## config.mk

```make
export PLATFORM = sky130hd
export DESIGN_NAME = uart_rx_fifo
export DESIGN_NICKNAME = d
export VERILOG_FILES = /design/src/rtl/uart_pkg.sv /design/src/rtl/uart_rx_idle_timer.sv /design/src/rtl/uart_rx_fifo.sv
export SDC_FILE = /design/constraint.sdc
export NUM_CORES = 1
export LEC_CHECK = 0
export CAP_MARGIN = 20
export CORE_ASPECT_RATIO = 1.2
export CORE_MARGIN = 5
export CORE_UTILIZATION = 40
export CTS_BUF_LIST = sky130_fd_sc_hd__clkbuf_16
export DETAILED_ROUTE_END_ITERATION = 6
export HOLD_SLACK_MARGIN = 0.08
export SYNTH_ARGS = -nofsm -noshare
export SYNTH_HDL_FRONTEND = slang
export SYNTH_SLANG_ARGS = --single-unit
```

## constraint.sdc

```tcl
create_clock -name pe_clk -period 3 [get_ports pe_clk]
set_input_delay 0.45 -clock pe_clk [delete_from_list [all_inputs] [get_ports pe_clk]]
set_output_delay 0.45 -clock pe_clk [all_outputs]
set_load 0.005 [all_outputs]
```

## src/rtl/uart_pkg.sv

```systemverilog
// Shared UART sizing constants used by the receive FIFO and its helpers.
package uart_pkg;

  localparam int UART_DATA_W     = 10;
  localparam int UART_FIFO_DEPTH = 16;
  localparam int UART_FIFO_AW    = 4;
  localparam int UART_FIFO_NW    = 5;

endpackage

```

## src/rtl/uart_rx_idle_timer.sv

```systemverilog
// Idle timer for the RX FIFO: counts quiet cycles while data waits and
// raises a single registered pulse when the live limit is reached.
module uart_rx_idle_timer
  import uart_pkg::*;
(
  input  logic        clk_i,
  input  logic        rst_ni,
  input  logic        activity_i,
  input  logic        nonempty_i,
  input  logic [15:0] limit_i,
  output logic        pulse_o
);

  logic [15:0] cnt_q, cnt_d;
  logic        fired_q, fired_d;
  logic        pulse_q, pulse_d;

  // After firing the count freezes until activity or drain re-arms it; a
  // limit lowered below a running count is never matched because the count
  // saturates at all-ones instead of wrapping.
  always_comb begin
    cnt_d   = cnt_q;
    fired_d = fired_q;
    pulse_d = 1'b0;
    if (activity_i || !nonempty_i) begin
      cnt_d   = '0;
      fired_d = 1'b0;
    end else if (!fired_q) begin
      if (cnt_q != 16'hFFFF) begin
        cnt_d = cnt_q + 16'd1;
      end
      if ((limit_i != 16'd0) && (cnt_d == limit_i)) begin
        pulse_d = 1'b1;
        fired_d = 1'b1;
      end
    end
  end

  always_ff @(posedge clk_i or negedge rst_ni) begin
    if (!rst_ni) begin
      cnt_q   <= '0;
      fired_q <= 1'b0;
      pulse_q <= 1'b0;
    end else begin
      cnt_q   <= cnt_d;
      fired_q <= fired_d;
      pulse_q <= pulse_d;
    end
  end

  assign pulse_o = pulse_q;

endmodule

```

## src/rtl/uart_rx_fifo.sv

```systemverilog
// Receive FIFO between the UART protocol engine and the bus side, with FWFT
// read port and interrupt pulses. Define UART_RX_FIFO_HWM_EN for high-water mark.
module uart_rx_fifo
  import uart_pkg::*;
#(
  parameter int DW    = UART_DATA_W,
  parameter int DEPTH = UART_FIFO_DEPTH,
  parameter int AW    = UART_FIFO_AW,
  parameter int NW    = UART_FIFO_NW
) (
  input  logic          pe_clk,
  input  logic          pe_rstn,
  input  logic          fifo_clr,
  input  logic          fifo_we,
  input  logic [DW-1:0] fifo_wdata,
  input  logic          fifo_re,
  output logic [DW-1:0] fifo_rdata,
  output logic [NW-1:0] fifo_num,
  output logic          fifo_empty,
  output logic          fifo_full,
  input  logic [NW-1:0] r_rx_threshold,
  input  logic [15:0]   r_timeout_cycles,
`ifdef UART_RX_FIFO_HWM_EN
  input  logic          hwm_clr,
  output logic [NW-1:0] hwm_num,
`endif
  output logic          int_status_rx_threshold,
  output logic          int_status_rx_timeout,
  output logic          int_status_rx_overflow,
  output logic          int_status_rx_underflow
);

  logic [DW-1:0] mem_q [DEPTH];
  logic [AW-1:0] wr_ptr_q, wr_ptr_d;
  logic [AW-1:0] rd_ptr_q, rd_ptr_d;
  logic [NW-1:0] num_q, num_d;
  logic          push, pop;
  logic          ge_now, ge_q;
  logic          thr_q, ovf_q, udf_q;

  assign fifo_empty = (num_q == '0);
  assign fifo_full  = (num_q == NW'(DEPTH));
  assign fifo_num   = num_q;
  assign fifo_rdata = fifo_empty ? '0 : mem_q[rd_ptr_q];

  // Handshake: fifo_we/fifo_re are single-cycle strobes with no backpressure;
  // a push when full is dropped (unless a pop frees the slot) and a pop when
  // empty is ignored, each reported by a pulse on the following cycle.
  always_comb begin
    push     = fifo_we & (~fifo_full | fifo_re) & ~fifo_clr;
    pop      = fifo_re & ~fifo_empty & ~fifo_clr;
    wr_ptr_d = wr_ptr_q;
    rd_ptr_d = rd_ptr_q;
    num_d    = num_q;
    if (fifo_clr) begin
      wr_ptr_d = '0;
      rd_ptr_d = '0;
      num_d    = '0;
    end else begin
      if (push) wr_ptr_d = wr_ptr_q + AW'(1);
      if (pop)  rd_ptr_d = rd_ptr_q + AW'(1);
      num_d = num_q + NW'(push) - NW'(pop);
    end
  end

  always_ff @(posedge pe_clk) begin
    if (push) begin
      mem_q[wr_ptr_q] <= fifo_wdata;
    end
  end

  assign ge_now = (r_rx_threshold != '0) && (num_q >= r_rx_threshold);

  always_ff @(posedge pe_clk or negedge pe_rstn) begin
    if (!pe_rstn) begin
      wr_ptr_q <= '0;
      rd_ptr_q <= '0;
      num_q    <= '0;
      ge_q     <= 1'b0;
      thr_q    <= 1'b0;
      ovf_q    <= 1'b0;
      udf_q    <= 1'b0;
    end else begin
      wr_ptr_q <= wr_ptr_d;
      rd_ptr_q <= rd_ptr_d;
      num_q    <= num_d;
      ge_q     <= ge_now;
      thr_q    <= ge_now & ~ge_q & ~fifo_clr;
      ovf_q    <= fifo_we & fifo_full & ~fifo_re & ~fifo_clr;
      udf_q    <= fifo_re & fifo_empty & ~fifo_clr;
    end
  end

  uart_rx_idle_timer u_idle_timer (
    .clk_i      (pe_clk),
    .rst_ni     (pe_rstn),
    .activity_i (fifo_we | fifo_re | fifo_clr),
    .nonempty_i (~fifo_empty),
    .limit_i    (r_timeout_cycles),
    .pulse_o    (int_status_rx_timeout)
  );

  assign int_status_rx_threshold = thr_q;
  assign int_status_rx_overflow  = ovf_q;
  assign int_status_rx_underflow = udf_q;

`ifdef UART_RX_FIFO_HWM_EN
  logic [NW-1:0] hwm_q, hwm_d;

  always_comb begin
    hwm_d = hwm_q;
    if (fifo_clr) begin
      hwm_d = '0;
    end else if (hwm_clr) begin
      hwm_d = num_q;
    end else if (num_q > hwm_q) begin
      hwm_d = num_q;
    end
  end

  always_ff @(posedge pe_clk or negedge pe_rstn) begin
    if (!pe_rstn) begin
      hwm_q <= '0;
    end else begin
      hwm_q <= hwm_d;
    end
  end

  assign hwm_num = hwm_q;
`endif

endmodule

```

## Word-level counts from Yosys, hierarchy flattened

Memory sizes are Yosys's and may differ from the RTL's.
Cells that the tools add are included.

- Reductions and logical operators: 8
- Add/subtract/negate cells: 5
- $lt $le $gt $ge: 1
- Mux-type cells: 18
- Bitwise operators: 19
- Equal/unequal tests: 4

Operators by type and width:

| kind | number |
|---|---|
| 16-bit two-way mux | 5 |
| 16-bit by 1-bit adder with 16-bit output (second input constant) | 1 |
| 16-bit equality test | 1 |
| 4-bit two-way mux | 4 |
| 16-bit inequality test (second input constant) | 1 |
| 16-bit nonzero test | 1 |
| 1-bit AND | 11 |
| 10-bit two-way mux | 1 |
| 4-bit by 1-bit adder with 4-bit output (second input constant) | 2 |
| 1-bit two-way mux | 7 |
| 5-bit by 1-bit adder with 5-bit output | 1 |
| 5-bit equality test (second input constant) | 1 |
| 5-bit >= comparator | 1 |
| 5-bit zero test | 1 |
| 5-bit two-way mux | 1 |
| 1-bit inverter | 5 |
| 5-bit nonzero test | 1 |
| 5-bit by 1-bit subtractor with 5-bit output | 1 |
| 2-bit nonzero test | 2 |
| 1-bit bitwise OR | 3 |
| 1-bit logical AND | 2 |
| 2-bit inequality test (second input constant) | 1 |
| 1-bit logical OR | 1 |

- Memory bits (writable): 160
- Memories kept: 1
- Input port bits: 36
- Logic and storage cells: 66
- Flip-flop bits (word level): 35
- Output and inout bits: 21

Memories:

| memory | words | bits a word | rd ports | clocked after Yosys merged registers in | wr ports | RTL line | text |
|---|---|---|---|---|---|---|---|
| mem_q | 16 | 10 | 1 | 0 | 1 | uart_rx_fifo.sv:33 | `logic [DW-1:0] mem_q [DEPTH];` |

## Logic depth before layout (Yosys ltp)

Gate-level depths: netlist (run 1).

- Word-level depth: 9
- Gate-level depth with buffers: 16
- Depth with buffers taken out: 16

## By module

A second synthesis (run 1) with hierarchy kept.

- Cell total of the unflattened synthesis: 580
- Area total of the unflattened synthesis: 8874.8 um^2

Modules (own cells, without submodules):

| module | cells an instance | instances | seq. area each (um^2) | area an instance (um^2) |
|---|---|---|---|---|
| uart_rx_fifo | 387 | 1 | 5230.0 | 7322.0 |
| uart_rx_idle_timer | 193 | 1 | 450.4 | 1552.7 |

## Least setup slack after synthesis (run 1)

Ideal clock, no wire load.

- Path kind: flip-flop to flip-flop
- Start point: reg num_q[3] (netlist: fifo_num[3])
- End point: reg num_q[4] (netlist: fifo_num[4])
- Buffers on the path: 1
- Clock period less this slack: 3.029 ns
- Cell stages (with the launch flop): 17
- Slack: -0.029 ns
- Setup time: 0.078 ns
- Arrival time: 2.951 ns
- Data required time: 2.922 ns
- Cell sequence: dfrtp_1 inv_1 ha_1 or4b_2 clkbuf_1 nand2_1 nor2_1 ha_1 inv_1 ha_1 inv_1 fa_1 inv_1 a21oi_1 nor2_1 or3_1 a21oi_1

- Word-level cells in the longest chain between the ends: 8
- Elaborated cells between the ends (all ways): 12
- Those cells by class: 2 x add/sub; 1 x eq/ne; 1 x mux; 7 x bitwise; 1 x reduce/logical

RTL lines:

| what | RTL line | text |
|---|---|---|
| from (decl) | uart_rx_fifo.sv:36 | `logic [NW-1:0] num_q, num_d;` |
| from (signal assigned) | uart_rx_fifo.sv:86 | `num_q <= num_d;` |
| 5-bit equality test | uart_rx_fifo.sv:42 | `assign fifo_full = (num_q == NW'(DEPTH));` |
| 1-bit inverter | uart_rx_fifo.sv:50 | `push = fifo_we & (~fifo_full \| fifo_re) & ~fifo_clr;` |
| 1-bit bitwise OR | uart_rx_fifo.sv:50 |  |
| 1-bit AND (2 in series) | uart_rx_fifo.sv:50 |  |
| 5-bit by 1-bit adder with 5-bit output | uart_rx_fifo.sv:62 | `num_d = num_q + NW'(push) - NW'(pop);` |
| 5-bit by 1-bit subtractor with 5-bit output (*) | uart_rx_fifo.sv:62 |  |
| 5-bit two-way mux (*) | uart_rx_fifo.sv:55 | `if (fifo_clr) begin` |
| named net num_d[4] | uart_rx_fifo.sv:36 |  |

The timed path passes the listed nets; every way through them passes the cells marked *.
A chain may end at the register's enable or synchronous reset.

## Worst setup path in the final report (run 1)

- Start point: reg rd_ptr_q[0]
- End point: out fifo_rdata[1]

- Word-level cells in the longest chain between the ends: 2

RTL lines:

| what | RTL line | text |
|---|---|---|
| from (decl) | uart_rx_fifo.sv:35 | `logic [AW-1:0] rd_ptr_q, rd_ptr_d;` |
| from (signal assigned) | uart_rx_fifo.sv:85 | `rd_ptr_q <= rd_ptr_d;` |
| memory 16 x 10 bit | n/a |  |
| 10-bit two-way mux | uart_rx_fifo.sv:44 | `assign fifo_rdata = fifo_empty ? '0 : mem_q[rd_ptr_q];` |
| to (decl) | uart_rx_fifo.sv:17 | `output logic [DW-1:0] fifo_rdata,` |

Every way passes these cells.

==> tab_implementation.tex, run 1 <==
\begin{tabular}{lr}
\hline
Metric & Value \\
\hline
\multicolumn{2}{l}{\textbf{Synth}} \\
Synthesized area & 8900 sq um \\
Post-synthesis xor/xnor area fraction & roughly 3.5\% \\
Cell count after synthesis & 629 \\
Average size of a mapped cell & 14.2 sq um \\
Fraction of registers with async set or reset after synthesis & 17.9\% \\
Syn. warnings & 0 \\
Area fraction in compound gates after synthesis & approximately 7.4\% \\
Multiplexer fraction of the synthesized cell area & 9.78\% \\
Post-synth EDFFs & 160 \\
Post-synth cell types & 53 \\
Most used DFF post-synth & sky130\_fd\_sc\_hd\_\_edfxtp\_1 \\
Fraction of the mapped netlist area in simple logic gates & 9.83\% \\
Synth Net Count & a little under 700 \\
Synthesized-area fraction occupied by adder cells & about 2.6\% \\
Combinational family with the most area after synthesis & simple AND/OR/NAND/NOR gates \\
Portion of the post-synthesis area used by sequential elements & between 60 and 70\% \\
Synth Register Bits & 195 \\
\multicolumn{2}{l}{\textbf{Global route}} \\
Global-route wire length before repair & between 30000 and 40000 um \\
Pin count of the biggest net entering global routing & 36 \\
Number of antenna violations at the first check in global routing & 0 \\
Total track usage & between 10\% and 20\% \\
Via count of the first global-routing pass & 5831 \\
Overflow left after global routing & 0 \\
\multicolumn{2}{l}{\textbf{Drt}} \\
Total length of routed met2 wires & around 11000 um \\
Initial DRC Count & $\sim$300 \\
Residual DRC & 0 \\
Post-DRT Antenna Nets & 0 \\
Routed len/inst & 20.9 um \\
1st-pass router iterations & 5 \\
Aggregate routed wire length & 21000 um \\
Count of vias placed by the detailed router & $\sim$5600 \\
Detailed-route vias per instance & 5.55 \\
Routed length on met1 & about 9100 um \\
DR top layer & met4 \\
Routed wl met3 & 901 um \\
\multicolumn{2}{l}{\textbf{STA}} \\
Fin. Hold Viols & 0 \\
Unrepaired setup endpoints after global routing & false \\
Worst-case headroom to the max-slew limit & about 46\% \\
Maximum operating frequency & 0.344 GHz \\
Sum of negative setup slack & 0 ns \\
Number of setup violations in the final report & 0 \\
Worst Setup Slack, final & around 0.094 ns \\
Slew @ Worst Pin & 0.811 ns \\
Share of the clock period used by the worst path after layout & between 90\% and 100\% \\
Min cycle time layout & 2.91 ns \\
Final Max Slew Viols & 0 \\
Maximum clock skew at final layout & 0.00867 ns \\
\multicolumn{2}{l}{\textbf{Final layout}} \\
Share of final-layout standard cells stronger than drive strength 1 & 16.4\% \\
Final cell count without fillers & 1005 \\
Fill cell total of the finished layout & 1872 \\
Number of nets in the final layout & 772 \\
Number of antenna cells inserted & 0 \\
Final std cell area, no fill & 10700 sq um \\
Layout overhead on the synthesized area & 19.8\% \\
\multicolumn{2}{l}{\textbf{Floorplanning}} \\
Number of cell rows & 59 \\
Die outline height & 173 um \\
Width of the chip & 146 um \\
Core Box Area & 21800 sq um \\
Effective utilization at floorplan & between 40 and 50\% \\
Die outline area & 25300 sq um \\
IO Count & between 50 and 60 \\
\multicolumn{2}{l}{\textbf{Place}} \\
DP HPWL & 14600 um \\
Setup slack at placement & about 0.025 ns \\
Post-Place Cell Area & 9990 sq um \\
Port buffer count & 56 \\
Inst Count DP & $\sim$970 \\
Final RePlAce weighted congestion & 0.897 \\
\multicolumn{2}{l}{\textbf{Critical path}} \\
Series of cell instances along the critical path & buf\_12, mux2i\_1, o221ai\_1, o22ai\_1, a211oi\_2, clkdlybuf4s50\_1 \\
Type of element launching the critical path & flop \\
Data arrival time of the worst path & 2.46 ns \\
Sort of element at the end of the critical path & output port \\
Largest incremental delay on the critical path & approximately 0.56 ns \\
Crit path max-delay cell type & sky130\_fd\_sc\_hd\_\_dfrtp\_4 \\
Path type of the worst setup path & flop to output port \\
Crit path required time & approximately 2.6 ns \\
Maximum fanout encountered on the critical timing path & 21 \\
CP bufs+invs & 2 \\
Delay-heaviest family, CP & buffers and inverters \\
\multicolumn{2}{l}{\textbf{Power and ir drop}} \\
Power density normalized to cell area & 672 nW/um\^{}2 \\
Leakage Power & 3.65 nW \\
Worst vdd ir & 0.407 mV \\
\multicolumn{2}{l}{\textbf{CTS}} \\
Maximum buffer depth of the clock tree & 2 \\
Clock root buffer & sky130\_fd\_sc\_hd\_\_clkbuf\_16 \\
Clock slew seen by the registers of the worst setup and hold paths & 0.08 ns \\
CTS tree & built \\
Number of sinks handled by clock tree synthesis & 195 \\
Inserted Clock Buffers & 17 \\
H-tree levels & 4 \\
Clock Latency Late Sink & approximately 0.43 ns \\
\multicolumn{2}{l}{\textbf{Status}} \\
Result of the run & complete, no violations \\
\multicolumn{2}{l}{\textbf{Run}} \\
Number of max-capacitance violations reported & 0 \\
\multicolumn{2}{l}{\textbf{Hold path}} \\
Hold crit path type & input pin to async pin \\
\hline
\end{tabular}
-- sequential cells by signal, indices dropped and copies added, names as in the netlist --
signal	cells
wr_ptr_q	4
u_idle_timer.fired_q	1
mem_q	160
int_status_rx_threshold	1
fifo_num	5
ge_q	1
u_idle_timer.cnt_q	16
rd_ptr_q	4
int_status_rx_underflow	1
int_status_rx_overflow	1
u_idle_timer.pulse_o	1
-- layer usage --
| layer | GRT usage [%] | vias to the layer above |
|---|---|---|
| met5 | 0 | - |
| met4 | 4.71 | 0 |
| met3 | 3.35 | 21 |
| met2 | 28.7 | 146 |
| met1 | 21.8 | 2814 |
| li1 | - | 2600 |
-- power breakdown --
part | switching [mW] | internal [mW] | total (mW) | leakage [nW]
Clock | 1.13 | 1.13 | 2.26 | 0.294
Combinational | 0.904 | 0.923 | 1.83 | 1.44
Sequential | 0.0612 | 3.01 | 3.07 | 1.92
-- cell type report --
| class | instances | area [sq um] | area share, % |
|---|---|---|---|
| repair buffers | 106 | 948 | 8.90 |
| flip-flops and latches | 195 | 5680 | 53.3 |
| inverters | 24 | 93.8 | 0.880 |
| clock inverters | 15 | 171 | 1.61 |
| repair inverters | 1 | 7.51 | 0.0704 |
| well taps | 274 | 343 | 3.22 |
| multi-input cells | 373 | 2990 | 28.0 |
| clock buffers | 17 | 425 | 3.99 |
-- timing repair --
item | CTS | global route
resized for setup | 16 | 4
setup endpoints to repair | 11 | 2
gates cloned | 1 | 0
hold buffers | 0 | 0
pin swaps | 1 | 0
buffers inserted | 3 | 1
-- cells by family after synthesis --
group	after synthesis
AOI/OAI and AO/OA	92
xor gates and xnor gates	36
adders and majority gates	18
buffers and inverters	61
DFF	195
muxes	62
and+or+nand+nor	165
-- cells in the mapped netlist, types with 16 or more instances --
cell | n | area [sq um]
sky130_fd_sc_hd__edfxtp_1 | 160 | 4800
sky130_fd_sc_hd__nand2_1 | 31 | 116
sky130_fd_sc_hd__mux2i_1 | 42 | 420
sky130_fd_sc_hd__ha_1 | 17 | 213
sky130_fd_sc_hd__xnor2_1 | 24 | 210
sky130_fd_sc_hd__mux4_2 | 20 | 450
sky130_fd_sc_hd__dfrtp_1 | 35 | 876
sky130_fd_sc_hd__nor3_1 | 16 | 80.1
sky130_fd_sc_hd__nor2_1 | 48 | 180
sky130_fd_sc_hd__o221ai_1 | 21 | 184
sky130_fd_sc_hd__a21oi_1 | 16 | 80.1
sky130_fd_sc_hd__inv_1 | 24 | 90.1
-- path summary, 6_finish.rpt --
| kind | from | end | slack, ns | depth (start not counted) |
|---|---|---|---|---|
| worst min register to register | ge_q | int_status_rx_threshold | 0.42 | 1 |
| max in group asynchronous | pe_rstn | rd_ptr_q[0] | 2.29 | 1 |
| worst min-delay path | pe_rstn | u_idle_timer.cnt_q[14] | 0.09 | 1 |
| worst max register to register | fifo_num[2] | fifo_num[4] | 0.22 | 15 |
| worst max-delay path | rd_ptr_q[0] | fifo_rdata[1] | 0.09 | 6 |
| min in group pe_clk | ge_q | int_status_rx_threshold | 0.42 | 1 |
-- through the flow --
step           power [mW]  hold WS [ns]  util [%]
2_1_floorplan        4.13         0.154         -
3_5_place_dp         4.91         0.395      45.9
6_report             7.16        0.0921      48.9
5_1_grt              7.49         0.158      48.9
4_1_cts              7.21         0.140      48.8
3_3_place_gp         4.87         0.398      45.9
-- placed cells by master, fill, tap and decap left out, types with 17 or more instances in the layout --
master,synthesis,final
sky130_fd_sc_hd__buf_4,6,47
sky130_fd_sc_hd__nand2_1,31,30
sky130_fd_sc_hd__nor2_1,48,48
sky130_fd_sc_hd__inv_1,24,23
sky130_fd_sc_hd__dfrtp_1,35,34
sky130_fd_sc_hd__edfxtp_1,160,160
sky130_fd_sc_hd__mux2i_1,42,42
sky130_fd_sc_hd__clkdlybuf4s50_1,0,46
sky130_fd_sc_hd__mux4_2,20,20
sky130_fd_sc_hd__o221ai_1,21,20
sky130_fd_sc_hd__clkbuf_16,0,17
sky130_fd_sc_hd__ha_1,17,17
sky130_fd_sc_hd__xnor2_1,24,24
Power figures use the tool's default switching activity.
==> run 2, diff against run 1 <==
Settings changed: SYNTH_HIERARCHICAL set to 1.
==> run 2 against run 1 <==
Clock power down 4%. Via count down 8.2%. Global-route usage decreased by 1.2 points. Sequential power about the same. Design area decreased by 2.1%. Clock skew up 0.0019 ns. Power shrank 3.3%. Register-to-register slack worse by 0.04 ns. Clock-buffer cell count is the same. Combinational power fell by 8%. Critical path depth rose by 1. Cell count down 6.3%. Largest cell class unchanged. Highest routed layer unchanged.
==> tab_implementation.tex, run 2 <==
\begin{tabular}{lr}
\hline
Metric & Value \\
\hline
\multicolumn{2}{l}{\textbf{Floorplanning}} \\
Die outline height & 173 um (-0.14\%) \\
Die outline area & 25300 sq um (-0.27\%) \\
IO Count & 57 (unchanged) \\
Number of cell rows & 59 (unchanged) \\
Width of the chip & 146 um (-0.14\%) \\
Core Box Area & 21800 sq um (unchanged) \\
Effective utilization at floorplan & 40.8\% (-0.12 points) \\
\multicolumn{2}{l}{\textbf{Final layout}} \\
Largest register by flop count & mem\_q \\
Number of nets in the final layout & 709 (-8.2\%) \\
Layout overhead on the synthesized area & 17.6\% \\
Fill cell total of the finished layout & 1851 (-1.1\%) \\
Number of antenna cells inserted & 0 (unchanged) \\
Leading cell types in the layout, fill and taps excluded & sky130\_fd\_sc\_hd\_\_edfxtp\_1, sky130\_fd\_sc\_hd\_\_clkdlybuf4s50\_1, sky130\_fd\_sc\_hd\_\_nor2\_1 \\
Final std cell area, no fill & 10400 sq um (-2.1\%) \\
Final cell count without fillers & 942 (-6.3\%) \\
Post-route core utilization & 47.9\% (-1.0 points) \\
Most common cell after layout, fill and taps aside & sky130\_fd\_sc\_hd\_\_edfxtp\_1 \\
Largest register FFs & 160 (unchanged) \\
Share of final-layout standard cells stronger than drive strength 1 & 19.0\% (+2.6 points) \\
\multicolumn{2}{l}{\textbf{Critical path}} \\
Series of cell instances along the critical path & buf\_12, buf\_4, mux4\_2, mux2\_2, o21ai\_1, a21oi\_1, dlygate4sd2\_1 \\
Path type of the worst setup path & flop to output port \\
Data arrival time of the worst path & 2.44 ns (-0.02 ns) \\
Startpoint of the worst-slack reg-to-reg timing path & u\_idle\_timer/cnt\_q[1] \\
Origin of the worst setup path & rd\_ptr\_q[1] \\
Crit path max-delay cell type & sky130\_fd\_sc\_hd\_\_mux4\_2 \\
Maximum fanout encountered on the critical timing path & 10 (-52\%) \\
Sort of element at the end of the critical path & output port \\
Largest incremental delay on the critical path & 0.50 ns (-0.06 ns) \\
Type of element launching the critical path & flop \\
Crit path required time & 2.55 ns (about the same) \\
\multicolumn{2}{l}{\textbf{Status}} \\
Result of the run & complete, no violations \\
\multicolumn{2}{l}{\textbf{Global route}} \\
Number of antenna violations at the first check in global routing & 0 (unchanged) \\
Overflow left after global routing & 0 (unchanged) \\
Total track usage & 15.5\% (-1.2 points) \\
Via count of the first global-routing pass & 5434 (-6.8\%) \\
Pin count of the biggest net entering global routing & 36 (unchanged) \\
Global-route wire length before repair & 30700 um (-7.0\%) \\
\multicolumn{2}{l}{\textbf{STA}} \\
Number of setup violations in the final report & 0 (unchanged) \\
Share of the clock period used by the worst path after layout & 96.3\% (-0.59 points) \\
Maximum clock skew at final layout & 0.0106 ns (+0.00189 ns) \\
Unrepaired setup endpoints after global routing & true \\
Fin. Hold Viols & 0 (unchanged) \\
Final Max Slew Viols & 0 (unchanged) \\
Sum of negative setup slack & 0 ns (unchanged) \\
Slew @ Worst Pin & 0.815 ns (+0.00388 ns) \\
Worst Setup Slack, final & 0.112 ns (+0.0176 ns) \\
Worst-case headroom to the max-slew limit & 45.7\% (-0.26 points) \\
Min cycle time layout & 2.89 ns (-0.0176 ns) \\
Post-Route Hold Slack & 0.0975 ns (+0.00549 ns) \\
Maximum operating frequency & 0.346 GHz (+0.61\%) \\
\multicolumn{2}{l}{\textbf{Power and ir drop}} \\
Combinational cell fraction of total power & 24.3\% (-1.2 points) \\
Cell-internal power & 5.01 mW (-1.2\%) \\
Post-layout total power & 6.92 mW (-3.3\%) \\
Part of the power in the clock network & 31.3\% (-0.3 points) \\
Sequential Power Share & 44.4\% (+1.5 points) \\
Leakage Power & 3.60 nW (-1.3\%) \\
Sw power & 1.92 mW (-8.4\%) \\
Power density normalized to cell area & 663 nW/um\^{}2 (-1.2\%) \\
Worst vdd ir & 0.374 mV (-8.2\%) \\
Switching power as a share of total power & 27.7\% (-1.5 points) \\
\multicolumn{2}{l}{\textbf{Synth}} \\
Fraction of the mapped netlist area in simple logic gates & 9.54\% (-0.28 points) \\
Fraction of registers with async set or reset after synthesis & 17.9\% (unchanged) \\
Post-synthesis xor/xnor area fraction & 3.55\% (+0.010 points) \\
Post-synth cell types & 63 (+19\%) \\
Post-synth EDFFs & 160 (unchanged) \\
Portion of the post-synthesis area used by sequential elements & 64.0\% (+0.19 points) \\
Most used DFF post-synth & sky130\_fd\_sc\_hd\_\_edfxtp\_1 \\
Combinational family with the most area after synthesis & multiplexers \\
Synthesized-area fraction occupied by adder cells & 2.62\% (+0.0077 points) \\
Most area-hungry cell type in the Yosys netlist & sky130\_fd\_sc\_hd\_\_edfxtp\_1 \\
Commonest cells post-synth & sky130\_fd\_sc\_hd\_\_edfxtp\_1, sky130\_fd\_sc\_hd\_\_nor2\_1, sky130\_fd\_sc\_hd\_\_mux4\_2, sky130\_fd\_sc\_hd\_\_dfrtp\_1, sky130\_fd\_sc\_hd\_\_inv\_1 \\
Cells taking the most area after synthesis & sky130\_fd\_sc\_hd\_\_edfxtp\_1, sky130\_fd\_sc\_hd\_\_dfrtp\_1, sky130\_fd\_sc\_hd\_\_mux4\_2 \\
Synth Net Count & 634 (-7.2\%) \\
Synth Register Bits & 195 (unchanged) \\
Synthesized area & 8870 sq um (-0.30\%) \\
Cell count after synthesis & 580 (-7.8\%) \\
Proportion of netlist area held by the largest area contributor & 54.1\% (+0.16 points) \\
Area fraction in compound gates after synthesis & 3.96\% (-3.4 points) \\
Most frequent cell after synthesis & sky130\_fd\_sc\_hd\_\_edfxtp\_1 \\
Multiplexer fraction of the synthesized cell area & 13.4\% (+3.7 points) \\
Average size of a mapped cell & 15.3 sq um (+8.1\%) \\
Syn. warnings & 6 (+6) \\
\multicolumn{2}{l}{\textbf{CTS}} \\
H-tree levels & 4 (unchanged) \\
CTS tree & built \\
Clock Latency Late Sink & 0.43 ns (about the same) \\
Clock root buffer & sky130\_fd\_sc\_hd\_\_clkbuf\_16 \\
CTS Hold Bufs & 0 (unchanged) \\
Inserted Clock Buffers & 17 (unchanged) \\
Clock slew seen by the registers of the worst setup and hold paths & 0.07 ns (about the same) \\
Maximum buffer depth of the clock tree & 2 (unchanged) \\
Number of sinks handled by clock tree synthesis & 195 (unchanged) \\
\multicolumn{2}{l}{\textbf{Drt}} \\
Residual DRC & 0 (unchanged) \\
Routed len/inst & 20.3 um (-2.5\%) \\
Initial DRC Count & 450 (+50\%) \\
Post-DRT Antenna Nets & 0 (unchanged) \\
1st-pass router iterations & 5 (unchanged) \\
Count of vias placed by the detailed router & 5125 (-8.2\%) \\
Aggregate routed wire length & 19200 um (-8.6\%) \\
Detailed-route vias per instance & 5.44 (-2.0\%) \\
\multicolumn{2}{l}{\textbf{Place}} \\
Inst Count DP & 908 (-6.2\%) \\
DP HPWL & 12900 um (-12\%) \\
Port buffer count & 56 (unchanged) \\
Post-Place Cell Area & 9840 sq um (-1.6\%) \\
Final RePlAce weighted congestion & 0.855 (-4.7\%) \\
Setup slack at placement & -0.129 ns (-0.154 ns) \\
\multicolumn{2}{l}{\textbf{Run}} \\
Number of max-capacitance violations reported & 0 (unchanged) \\
\multicolumn{2}{l}{\textbf{Hold path}} \\
Hold crit path type & input pin to async pin \\
\hline
\end{tabular}
-- run 2: final timing paths --
path	end	slack (ns)	cells after the start
min in group pe_clk	int_status_rx_threshold	0.47	2
worst min-delay path	u_idle_timer/pulse_o	0.1	1
max in group asynchronous	rd_ptr_q[0]	2.32	1
worst max register to register	u_idle_timer/pulse_o	0.18	8
worst max-delay path	fifo_rdata[5]	0.11	7
worst min register to register	int_status_rx_threshold	0.47	2
-- run 2: routing by layer --
layer	part of all wire, %	global-route usage [%]	vias up
li1	-	-	2393
met5	0	0	-
met4	1.8	5.53	0
met3	3.5	2.36	25
met2	52	26.6	107
met1	43	20.2	2600
-- run 2: power by group through the flow --
stage	Clock (mW)	Sequential (mW)	Combinational [mW]
floorplan	0	3.12	1.06
global placement	0	3.13	1.72
detailed placement	0	3.13	1.75
CTS	2.22	3.07	1.70
global route	2.33	3.09	1.86
finish	2.17	3.07	1.68
-- run 2: final cells by class --
| type | instances | area (sq um) | area share [%] |
|---|---|---|---|
| clock buffers | 17 | 425 | 4.08 |
| inverters | 22 | 82.6 | 0.791 |
| flip-flops and latches | 195 | 5680 | 54.5 |
| repair buffers | 86 | 807 | 7.73 |
| multi-input cells | 333 | 2950 | 28.3 |
| clock inverters | 15 | 144 | 1.38 |
| well taps | 274 | 343 | 3.29 |
-- run 2: kinds of logic (layout without fill, tap and decap cells) --
group | after synthesis | after routing
AND/OR/NAND/NOR | 155 | 155
XOR/XNOR | 36 | 36
adder cells (fa/ha/maj) | 18 | 18
buffers and inverters | 52 | 140
AO/OA/AOI/OAI | 57 | 57
flip-flops | 195 | 195
multiplexers | 67 | 67
-- run 2: critical path, delay by kind of cell (launching register included) --
| kind | cells | cell delay (ns) |
|---|---|---|
| multiplexers | 2 | 0.80 |
| buffers and inverters | 3 | 0.60 |
| flip-flops | 1 | 0.43 |
| AO/OA/AOI/OAI | 2 | 0.18 |
-- run 2: timing repair --
item / in CTS / in global routing
endpoints found under the setup margin: 10 / 6
resized for setup: 13 / 5
setup buffers: 0 / 2
==> run 3, diff against run 2 <==
Settings changed: SYNTH_HIERARCHICAL 1 to unset.
==> results of run 3 <==
The final DEF is identical to that of run 1; final timing and power are the same.
